File: src/rtl/rv32_branch_pkg.sv
// Shared definitions for the EX-stage branch resolution logic.
//   - funct3 encodings of the RV32I conditional branches
//   - resolution FSM state type
//   - helper telling whether a B-type funct3 is a defined condition
package rv32_branch_pkg;

    localparam logic [2:0] F3_BEQ  = 3'b000;
    localparam logic [2:0] F3_BNE  = 3'b001;
    localparam logic [2:0] F3_BLT  = 3'b100;
    localparam logic [2:0] F3_BGE  = 3'b101;
    localparam logic [2:0] F3_BLTU = 3'b110;
    localparam logic [2:0] F3_BGEU = 3'b111;

    typedef enum logic {
        IDLE  = 1'b0,
        FLUSH = 1'b1
    } br_state_e;

    // 010/011 are not branch conditions; such an encoding never takes.
    function automatic logic f3_is_legal(input logic [2:0] f3);
        return (f3 != 3'b010) && (f3 != 3'b011);
    endfunction

endpackage

File: src/rtl/branch_compare.sv
// Branch condition evaluator.
// Ports:
//   reg1, reg2 : operands (rs1, rs2)
//   funct3     : B-type condition code
//   result     : 1 when the condition holds (0 for undefined codes)
module branch_compare
    import rv32_branch_pkg::*;
#(
    parameter int XLEN = 32
) (
    input  logic [XLEN-1:0] reg1,
    input  logic [XLEN-1:0] reg2,
    input  logic [2:0]      funct3,
    output logic            result
);

    always_comb begin
        result = 1'b0;
        case (funct3)
            F3_BEQ:  result = (reg1 == reg2);
            F3_BNE:  result = (reg1 != reg2);
            F3_BLT:  result = ($signed(reg1) <  $signed(reg2));
            F3_BGE:  result = ($signed(reg1) >= $signed(reg2));
            F3_BLTU: result = (reg1 <  reg2);
            F3_BGEU: result = (reg1 >= reg2);
            default: result = 1'b0;
        endcase
    end

endmodule

File: src/rtl/branch_resolve_ctrl.sv
// EX-stage branch/jump resolution controller (static predict-not-taken).
// Resolves the EX instruction once as it leaves EX, and for a taken, aligned
// target issues a registered PC redirect together with IF/ID, ID/EX and EX/MEM
// flushes that hold until the first un-stalled cycle. Misaligned taken targets
// raise a one-cycle target_misalign pulse instead of redirecting.
// Ports:
//   clk, reset_n           : clock, synchronous active-low reset
//   stall                  : pipeline hold; EX frozen this cycle
//   ex_valid, ex_is_branch, ex_is_jal, ex_is_jalr, ex_funct3 : EX decode info
//   ex_rs1, ex_rs2, ex_pc, ex_imm                            : EX operands
//   redirect_valid, redirect_target                          : PC redirect
//   flush_if_id, flush_id_ex, flush_ex_mem                   : squashes
//   target_misalign                                          : misaligned target pulse
//   branch_count, taken_count                                : saturating perf counters
module branch_resolve_ctrl
    import rv32_branch_pkg::*;
#(
    parameter int XLEN  = 32,
    parameter int CNT_W = 16
) (
    input  logic             clk,
    input  logic             reset_n,
    input  logic             stall,
    input  logic             ex_valid,
    input  logic             ex_is_branch,
    input  logic             ex_is_jal,
    input  logic             ex_is_jalr,
    input  logic [2:0]       ex_funct3,
    input  logic [XLEN-1:0]  ex_rs1,
    input  logic [XLEN-1:0]  ex_rs2,
    input  logic [XLEN-1:0]  ex_pc,
    input  logic [XLEN-1:0]  ex_imm,
    output logic             redirect_valid,
    output logic [XLEN-1:0]  redirect_target,
    output logic             flush_if_id,
    output logic             flush_id_ex,
    output logic             flush_ex_mem,
    output logic             target_misalign,
    output logic [CNT_W-1:0] branch_count,
    output logic [CNT_W-1:0] taken_count
);

    br_state_e        state_q, state_d;
    logic [XLEN-1:0]  target_q, target_d;
    logic             misalign_q, misalign_d;
    logic [CNT_W-1:0] branch_count_q, branch_count_d;
    logic [CNT_W-1:0] taken_count_q, taken_count_d;

    logic             cmp_result;
    logic             resolve;
    logic             is_taken;
    logic             aligned;
    logic [XLEN-1:0]  jalr_sum;
    logic [XLEN-1:0]  target;

    branch_compare #(
        .XLEN (XLEN)
    ) u_branch_compare (
        .reg1   (ex_rs1),
        .reg2   (ex_rs2),
        .funct3 (ex_funct3),
        .result (cmp_result)
    );

    // Resolution: only in IDLE, so the wrong-path instruction sitting in EX
    // during FLUSH is never resolved or counted; stall defers it to the cycle
    // the instruction actually leaves EX.
    always_comb begin
        resolve  = (state_q == IDLE) && !stall && ex_valid &&
                   (ex_is_branch || ex_is_jal || ex_is_jalr);
        is_taken = ex_is_jal || ex_is_jalr ||
                   (ex_is_branch && cmp_result && f3_is_legal(ex_funct3));
        jalr_sum = ex_rs1 + ex_imm;
        target   = ex_is_jalr ? (jalr_sum & {{(XLEN-1){1'b1}}, 1'b0})
                              : (ex_pc + ex_imm);
        aligned  = (target[1:0] == 2'b00);
    end

    // State register
    always_ff @(posedge clk) begin
        if (!reset_n) begin
            state_q        <= IDLE;
            target_q       <= '0;
            misalign_q     <= 1'b0;
            branch_count_q <= '0;
            taken_count_q  <= '0;
        end else begin
            state_q        <= state_d;
            target_q       <= target_d;
            misalign_q     <= misalign_d;
            branch_count_q <= branch_count_d;
            taken_count_q  <= taken_count_d;
        end
    end

    // Next-state / datapath
    always_comb begin
        state_d        = state_q;
        target_d       = target_q;
        misalign_d     = 1'b0;
        branch_count_d = branch_count_q;
        taken_count_d  = taken_count_q;

        case (state_q)
            IDLE: begin
                if (resolve && is_taken && aligned) begin
                    state_d  = FLUSH;
                    target_d = target;
                end
            end
            FLUSH: begin
                if (!stall) begin
                    state_d = IDLE;
                end
            end
            default: state_d = IDLE;
        endcase

        if (resolve) begin
            misalign_d = is_taken && !aligned;
            if (branch_count_q != '1) begin
                branch_count_d = branch_count_q + CNT_W'(1);
            end
            if (is_taken && (taken_count_q != '1)) begin
                taken_count_d = taken_count_q + CNT_W'(1);
            end
        end
    end

    // Outputs
    always_comb begin
        redirect_valid  = (state_q == FLUSH);
        flush_if_id     = (state_q == FLUSH);
        flush_id_ex     = (state_q == FLUSH);
        flush_ex_mem    = (state_q == FLUSH);
        redirect_target = target_q;
        // Gated so the pulse is already low during the reset cycle itself.
        target_misalign = misalign_q && reset_n;
        branch_count    = branch_count_q;
        taken_count     = taken_count_q;
    end

endmodule

File: config.mk
export PLATFORM = sky130hd
export DESIGN_NAME = branch_resolve_ctrl
export DESIGN_NICKNAME = d
export VERILOG_FILES = /design/src/rtl/rv32_branch_pkg.sv /design/src/rtl/branch_compare.sv /design/src/rtl/branch_resolve_ctrl.sv
export SDC_FILE = /design/constraint.sdc
export NUM_CORES = 1
export LEC_CHECK = 0
export CAP_MARGIN = 20
export CORE_MARGIN = 3
export CORE_UTILIZATION = 55
export DETAILED_ROUTE_END_ITERATION = 8
export DONT_BUFFER_PORTS = 1
export PLACE_DENSITY_LB_ADDON = 0.2
export SYNTH_ARGS = -nofsm -noshare
export SYNTH_HDL_FRONTEND = slang
export SYNTH_SLANG_ARGS = --single-unit
File: constraint.sdc
create_clock -name clk -period 6.1 [get_ports clk]
set_input_delay 0.61 -clock clk [delete_from_list [all_inputs] [get_ports clk]]
set_output_delay 0.61 -clock clk [all_outputs]
set_load 0.05 [all_outputs]
==> results.json <==
{
  "syn_inst": 895,
  "gr-usage-met2": 0.456,
  "timing.rr.start": "flush_ex_mem",
  "p_switching_mw": 0.523,
  "seqPwrFrac": 0.340,
  "grt_usage": 0.271,
  "max-clock-path-buffers": 2,
  "worst_hold_path.endpoint": "misalign_q",
  "yosys.area.top_type": "dfxtp_1",
  "cts.sinks": 66,
  "num_rows": 40,
  "syn_avg_cell_area_um2": 7.65,
  "syn-num-nets": 1130,
  "yosysTopAreaCellShare": 0.193,
  "synth_flop_cell": "dfxtp_1",
  "period_needed_ns": 3.91,
  "worst_pin_slew_ns": 1.13,
  "dp_hpwl_um": 16000,
  "cts.repair.resized": 0,
  "pwr-share-clk": 0.347,
  "r2r-end": "redirect_target[11]",
  "async_flop_share": 0,
  "grt_max_degree": 59,
  "setup_slack_ns": 2.19,
  "path_max_fanout": 57,
  "num-fill-cells": 1163,
  "finClkSkew_ns": 0.00301,
  "grt_pass1_wl_um": 31200,
  "slew_viol_final": 0,
  "arrival_ns": 4.12,
  "pin_count": 207,
  "hp-class": "in2reg",
  "fin_cells": 1048,
  "timing.final.crit_share": 0.641,
  "dieWidth_um": 118,
  "endpoint_kind": "register",
  "viasPerCell": 6.23,
  "ir_drop_uv": 159,
  "hold_viol_final": 0,
  "setup_tns_ns": 0,
  "diodes": 0,
  "synth_edf_count": 0,
  "avgRoutedWirePerCell_um": 18.5,
  "tritoncts": "done",
  "die_h_um": 118,
  "drt_iter0_markers": 443,
  "hold_ws_ns": 0.402,
  "pwr_density_cell_nw_per_um2": 208,
  "drc": 0,
  "top_usage_layer": "met2",
  "post_dp_cell_area_um2": 6940,
  "p_leak_nw": 3.20,
  "synth_seq_area_share": 0.193,
  "min-delay-start": "reset_n",
  "rsz0062_at_grt": "false",
  "layout.nets": 1110,
  "syn-cell-area_um2": 6850,
  "ys_warn_count": 0,
  "antenna_found_initial": 0,
  "drv_cap": 0,
  "wirelength_um": 19400,
  "max_slew_margin": 0.246,
  "first_pass_iters": 6,
  "p_int_mw": 0.987,
  "insertion_delay_ns": 0.32,
  "gr-total-overflow": 0,
  "stdcell_area_um2": 7240,
  "postCtsSetupRepairBufs": 0,
  "initial_core_util": 0.565,
  "final_util": 0.598,
  "cp-start-kind": "input port",
  "cts_made_buffers": 9,
  "hold_path_depth": 2,
  "met1_usage": 0.339,
  "clk_pin_slew_ns": 0.06,
  "p_comb_frac": 0.313,
  "crit_type": "in2reg",
  "htree_levels": 3,
  "vias": 6527,
  "drive_above_1_share": 0.0364,
  "status": "finished clean",
  "synth_cell_types": 67,
  "dpl_worst_slack_ns": 1.83,
  "ant_nets": 0,
  "place_congestion": 0.965,
  "yosys-top-cells-area": "dfxtp_1 19%, ha_1 17%, xnor2_1 6.8%",
  "root_buffer": "clkbuf_16",
  "placed_cells": 1032,
  "area_growth_pct": 5.77,
  "ff2ff_path_depth": 7,
  "ys_ff_latch": 66,
  "portBuffers": 0,
  "hold_buffers": 0,
  "max_freq_mhz": 256,
  "switching_share": 0.346,
  "grt_use_met3": 0.0605,
  "r2r_setup_slack_ns": 2.42,
  "die_area_um2": 13800,
  "core_area_um2": 12100,
  "cp.required_ns": 6.31,
  "grt_pass1_vias": 6270,
  "total_power_mw": 1.51,
  "setup_viol_count_final": 0
}
==> how the worst max path moves through the flow <==
stage | startpoint | end
floorplan | ex_rs2[23] | redirect_target[31]
global placement | ex_rs2[11] | redirect_target[2]
detailed placement | ex_rs2[13] | redirect_target[11]
CTS | ex_rs2[13] | redirect_target[11]
global route | ex_rs2[11] | redirect_target[11]
finish | ex_rs2[13] | redirect_target[11]
==> power groups by stage <==
| stage | registers (mW) | clock network [mW] | logic, mW |
|---|---|---|---|
| 6_report | 0.514 | 0.524 | 0.472 |
| 5_1_grt | 0.515 | 0.546 | 0.531 |
| 4_1_cts | 0.514 | 0.529 | 0.468 |
| 3_5_place_dp | 0.523 | 0 | 0.465 |
| 3_3_place_gp | 0.523 | 0 | 0.454 |
| 2_1_floorplan | 0.511 | 0 | 0.386 |
==> synthesized netlist by cell type, types with 16 or more instances <==
cell / number
a21o_1: 26
inv_1: 57
nor2_1: 68
a211oi_1: 21
xnor2_1: 53
xor2_1: 16
clkbuf_1: 24
a21oi_1: 69
nand3_1: 23
ha_1: 95
o21ai_0: 46
dfxtp_1: 66
nand2_1: 81
nor3_1: 26
a31oi_1: 20
==> critical path: stages <==
cell      delay, ns
inv_1          0.03
ha_1           0.29
nand4_1        0.15
nor4_1         0.34
buf_2          0.25
o21ai_1        0.15
o211ai_1       0.29
a21oi_2        0.16
mux2i_1        0.15
o41a_1         0.64
nor3_4         0.23
buf_4          0.45
o211ai_1       0.20
o211a_1        0.17
==> placed cells by master, fill, tap and decap left out, types with 12 or more instances in the layout <==
| cell type | n |
|---|---|
| xnor2_1 | 53 |
| nand2b_1 | 15 |
| o21a_1 | 13 |
| mux2i_1 | 12 |
| ha_1 | 95 |
| nand4_1 | 15 |
| nand2_1 | 81 |
| nand3_1 | 23 |
| and3_1 | 14 |
| nor3_1 | 26 |
| dfxtp_1 | 65 |
| nor2_1 | 68 |
| a211oi_1 | 21 |
| a21oi_1 | 69 |
| a21o_1 | 26 |
| xor2_1 | 16 |
| o21ai_0 | 46 |
| inv_1 | 57 |
| a31oi_1 | 20 |
==> layer usage <==
| layer | part of all wire | wire length, um |
|---|---|---|
| met1 | 0.43 | 8230 |
| met4 | 0.034 | 667 |
| met2 | 0.46 | 8830 |
| met3 | 0.084 | 1620 |
| met5 | 0 | 0 |
==> cell families (layout without fill, tap and decap cells) <==
group / after synthesis / after routing / share of synthesized area
and+or+nand+nor: 291 / 291 / 0.210
AOI/OAI and AO/OA: 268 / 268 / 0.258
adders and majority gates: 97 / 97 / 0.179
buffers and inverters: 91 / 76 / 0.0524
xor gates and xnor gates: 69 / 69 / 0.0882
DFF: 66 / 66 / 0.193
muxes: 13 / 13 / 0.0192
==> state kept, by name, summed over array words and instances (netlist names) <==
| signal | cells |
|---|---|
| redirect_target | 32 |
| branch_count | 16 |
| taken_count | 16 |
| flush_ex_mem | 1 |
| misalign_q | 1 |
==> layout make-up <==
| cell class | count | area, um2 | area share |
|---|---|---|---|
| multi-input combinational | 738 | 5170 | 0.714 |
| sequential | 66 | 1320 | 0.183 |
| clock buffer | 12 | 256 | 0.0354 |
| inverter | 58 | 218 | 0.0301 |
| tap | 168 | 210 | 0.0290 |
| clock inverter | 4 | 50.0 | 0.00691 |
| timing repair buffer | 2 | 12.5 | 0.00173 |
Note: power is estimated with default switching activity, not from simulation.
==> edit, RTL diff (same flow settings) <==
Change the parameter `CNT_W` from 16 to 32.
--- a/src/rtl/branch_resolve_ctrl.sv
+++ b/src/rtl/branch_resolve_ctrl.sv
@@ -17,5 +17,5 @@
 #(
     parameter int XLEN  = 32,
-    parameter int CNT_W = 16
+    parameter int CNT_W = 32
 ) (
     input  logic             clk,
Interface: changed (resized branch_count and taken_count); port bits go from 207 to 239. No check against the original RTL was run, so the function may have changed too.
==> edit against the unedited design <==
Design area up 25%; sequential cell count increased by 32; routed wire length grew 21%; area after synthesis increased by 27%; highest routed layer unchanged; die area rose by 26%; power rose by 16%; worst setup slack better by 0.27 ns; clock skew is 0.0060 ns higher.
==> edit: results (changes against the unedited design) <==
status: finished, final reports clean (unchanged)
VDD IR max: 0.000149 V (was 0.000159 V)
Final GP Congestion: 0.939 (was 0.965)
Comb. pwr: 467 uW (was 472 uW)
aggregate routed wire length: 23,400 um (was 19,400 um)
Mapped Nets: 1,331 (was 1,130)
power per cell area: 193 nW/um2 (was 208 nW/um2)
Sw Ratio: 34.6% (about the same)
Area contributors post-synth: dfxtp_1, ha_1, xnor2_1 (unchanged)
final clock skew: 0.00903 ns (was 0.00301 ns)
Global Route Usage Sum: 25.7% (was 27.1%)
Vias: 7,903 (was 6,527)
register-to-register setup slack: 2.55 ns (was 2.42 ns)
largest net degree at the start of global routing: 109 (was 59)
share of cells above drive strength 1: 3.16% (was 3.64%)
most common cell after layout, fill and taps aside: dfxtp_1 (was ha_1)
Static Leak: 3.81 nW (was 3.20 nW)
Clk. pwr: 556 uW (was 524 uW)
Tightest Pin Transition: 1.09 ns (was 1.13 ns)
CP arrival: 3.92 ns (was 4.12 ns)
CP max-delay cell: or4_1 (was o41a_1)
register area share after synthesis: 22.5% (was 19.3%)
Post-synth top cells: dfxtp_1, ha_1, nand2_1 (was ha_1, nand2_1, a21oi_1)
vias in the first global route: 7,338 (was 6,270)
Detailed Route Iter0 Violations: 451 (was 443)
first-pass GRT wire length: 37,200 um (was 31,200 um)
DP HPWL: 18,300 um (was 16,000 um)
CP Max Fanout: 21 (was 57)
CP top delay family: simple AND/OR/NAND/NOR gates (was compound AO/OA/AOI/OAI gates)
First-pass DRT Iterations: 5 (was 6)
fin nets: 1,305 (was 1,110)
Distinct cells, synth: 74 (was 67)
edit: metrics by stage:
| stage | utilization, % | std cells | setup WS (ns) | cell area (um2) | hold WS [ns] |
|---|---|---|---|---|---|
| final | 59.2 | 1286 | 2.46 | 9060 | 0.393 |
| after global routing | 59.2 | 1286 | 2.11 | 9060 | 0.389 |
| after floorplan | - | 1096 | 2.91 | 8700 | 0.682 |
| after CTS | 59.0 | 1285 | 2.18 | 9040 | 0.378 |
| after detailed placement | 57.2 | 1269 | 1.83 | 8760 | 0.708 |
| after global placement | 57.2 | 1269 | 1.89 | 8760 | 0.698 |
edit: kinds of logic (layout without fill, tap and decap cells):
kind of cell	Yosys count	count (layout)	synth area share [%]
AOI/OAI and AO/OA	329	329	24.9
xor gates and xnor gates	73	73	7.35
adders and majority gates	97	97	14.1
buffers and inverters	102	81	5.12
DFF	98	98	22.5
muxes	17	17	1.96
and+or+nand+nor	380	380	24.0
edit: layer usage:
| metal | up-vias | track usage (%) | wire length [um] |
|---|---|---|---|
| li1 | 3978 | - | - |
| met1 | 3600 | 31.8 | 9880 |
| met2 | 282 | 42.6 | 10800 |
| met3 | 43 | 7.94 | 2060 |
| met4 | 0 | 9.10 | 655 |
| met5 | - | 0 | 0 |
edit: area by class of cell:
type	count	area, um2
tap	211	264
clock buffer	10	229
sequential	98	1960
fill	1432	6250
multi-input combinational	896	6300
inverter	64	240
timing repair buffer	1	20.0
clock inverter	6	50.0
edit: path summary, 6_finish.rpt:
kind,cells after the start,endpoint,from
hold / removal,1,taken_count[7],reset_n
setup / recovery,12,taken_count[14],ex_rs2[14]
hold reg to reg,2,taken_count[16],taken_count[16]
setup reg to reg,8,taken_count[30],taken_count[11]
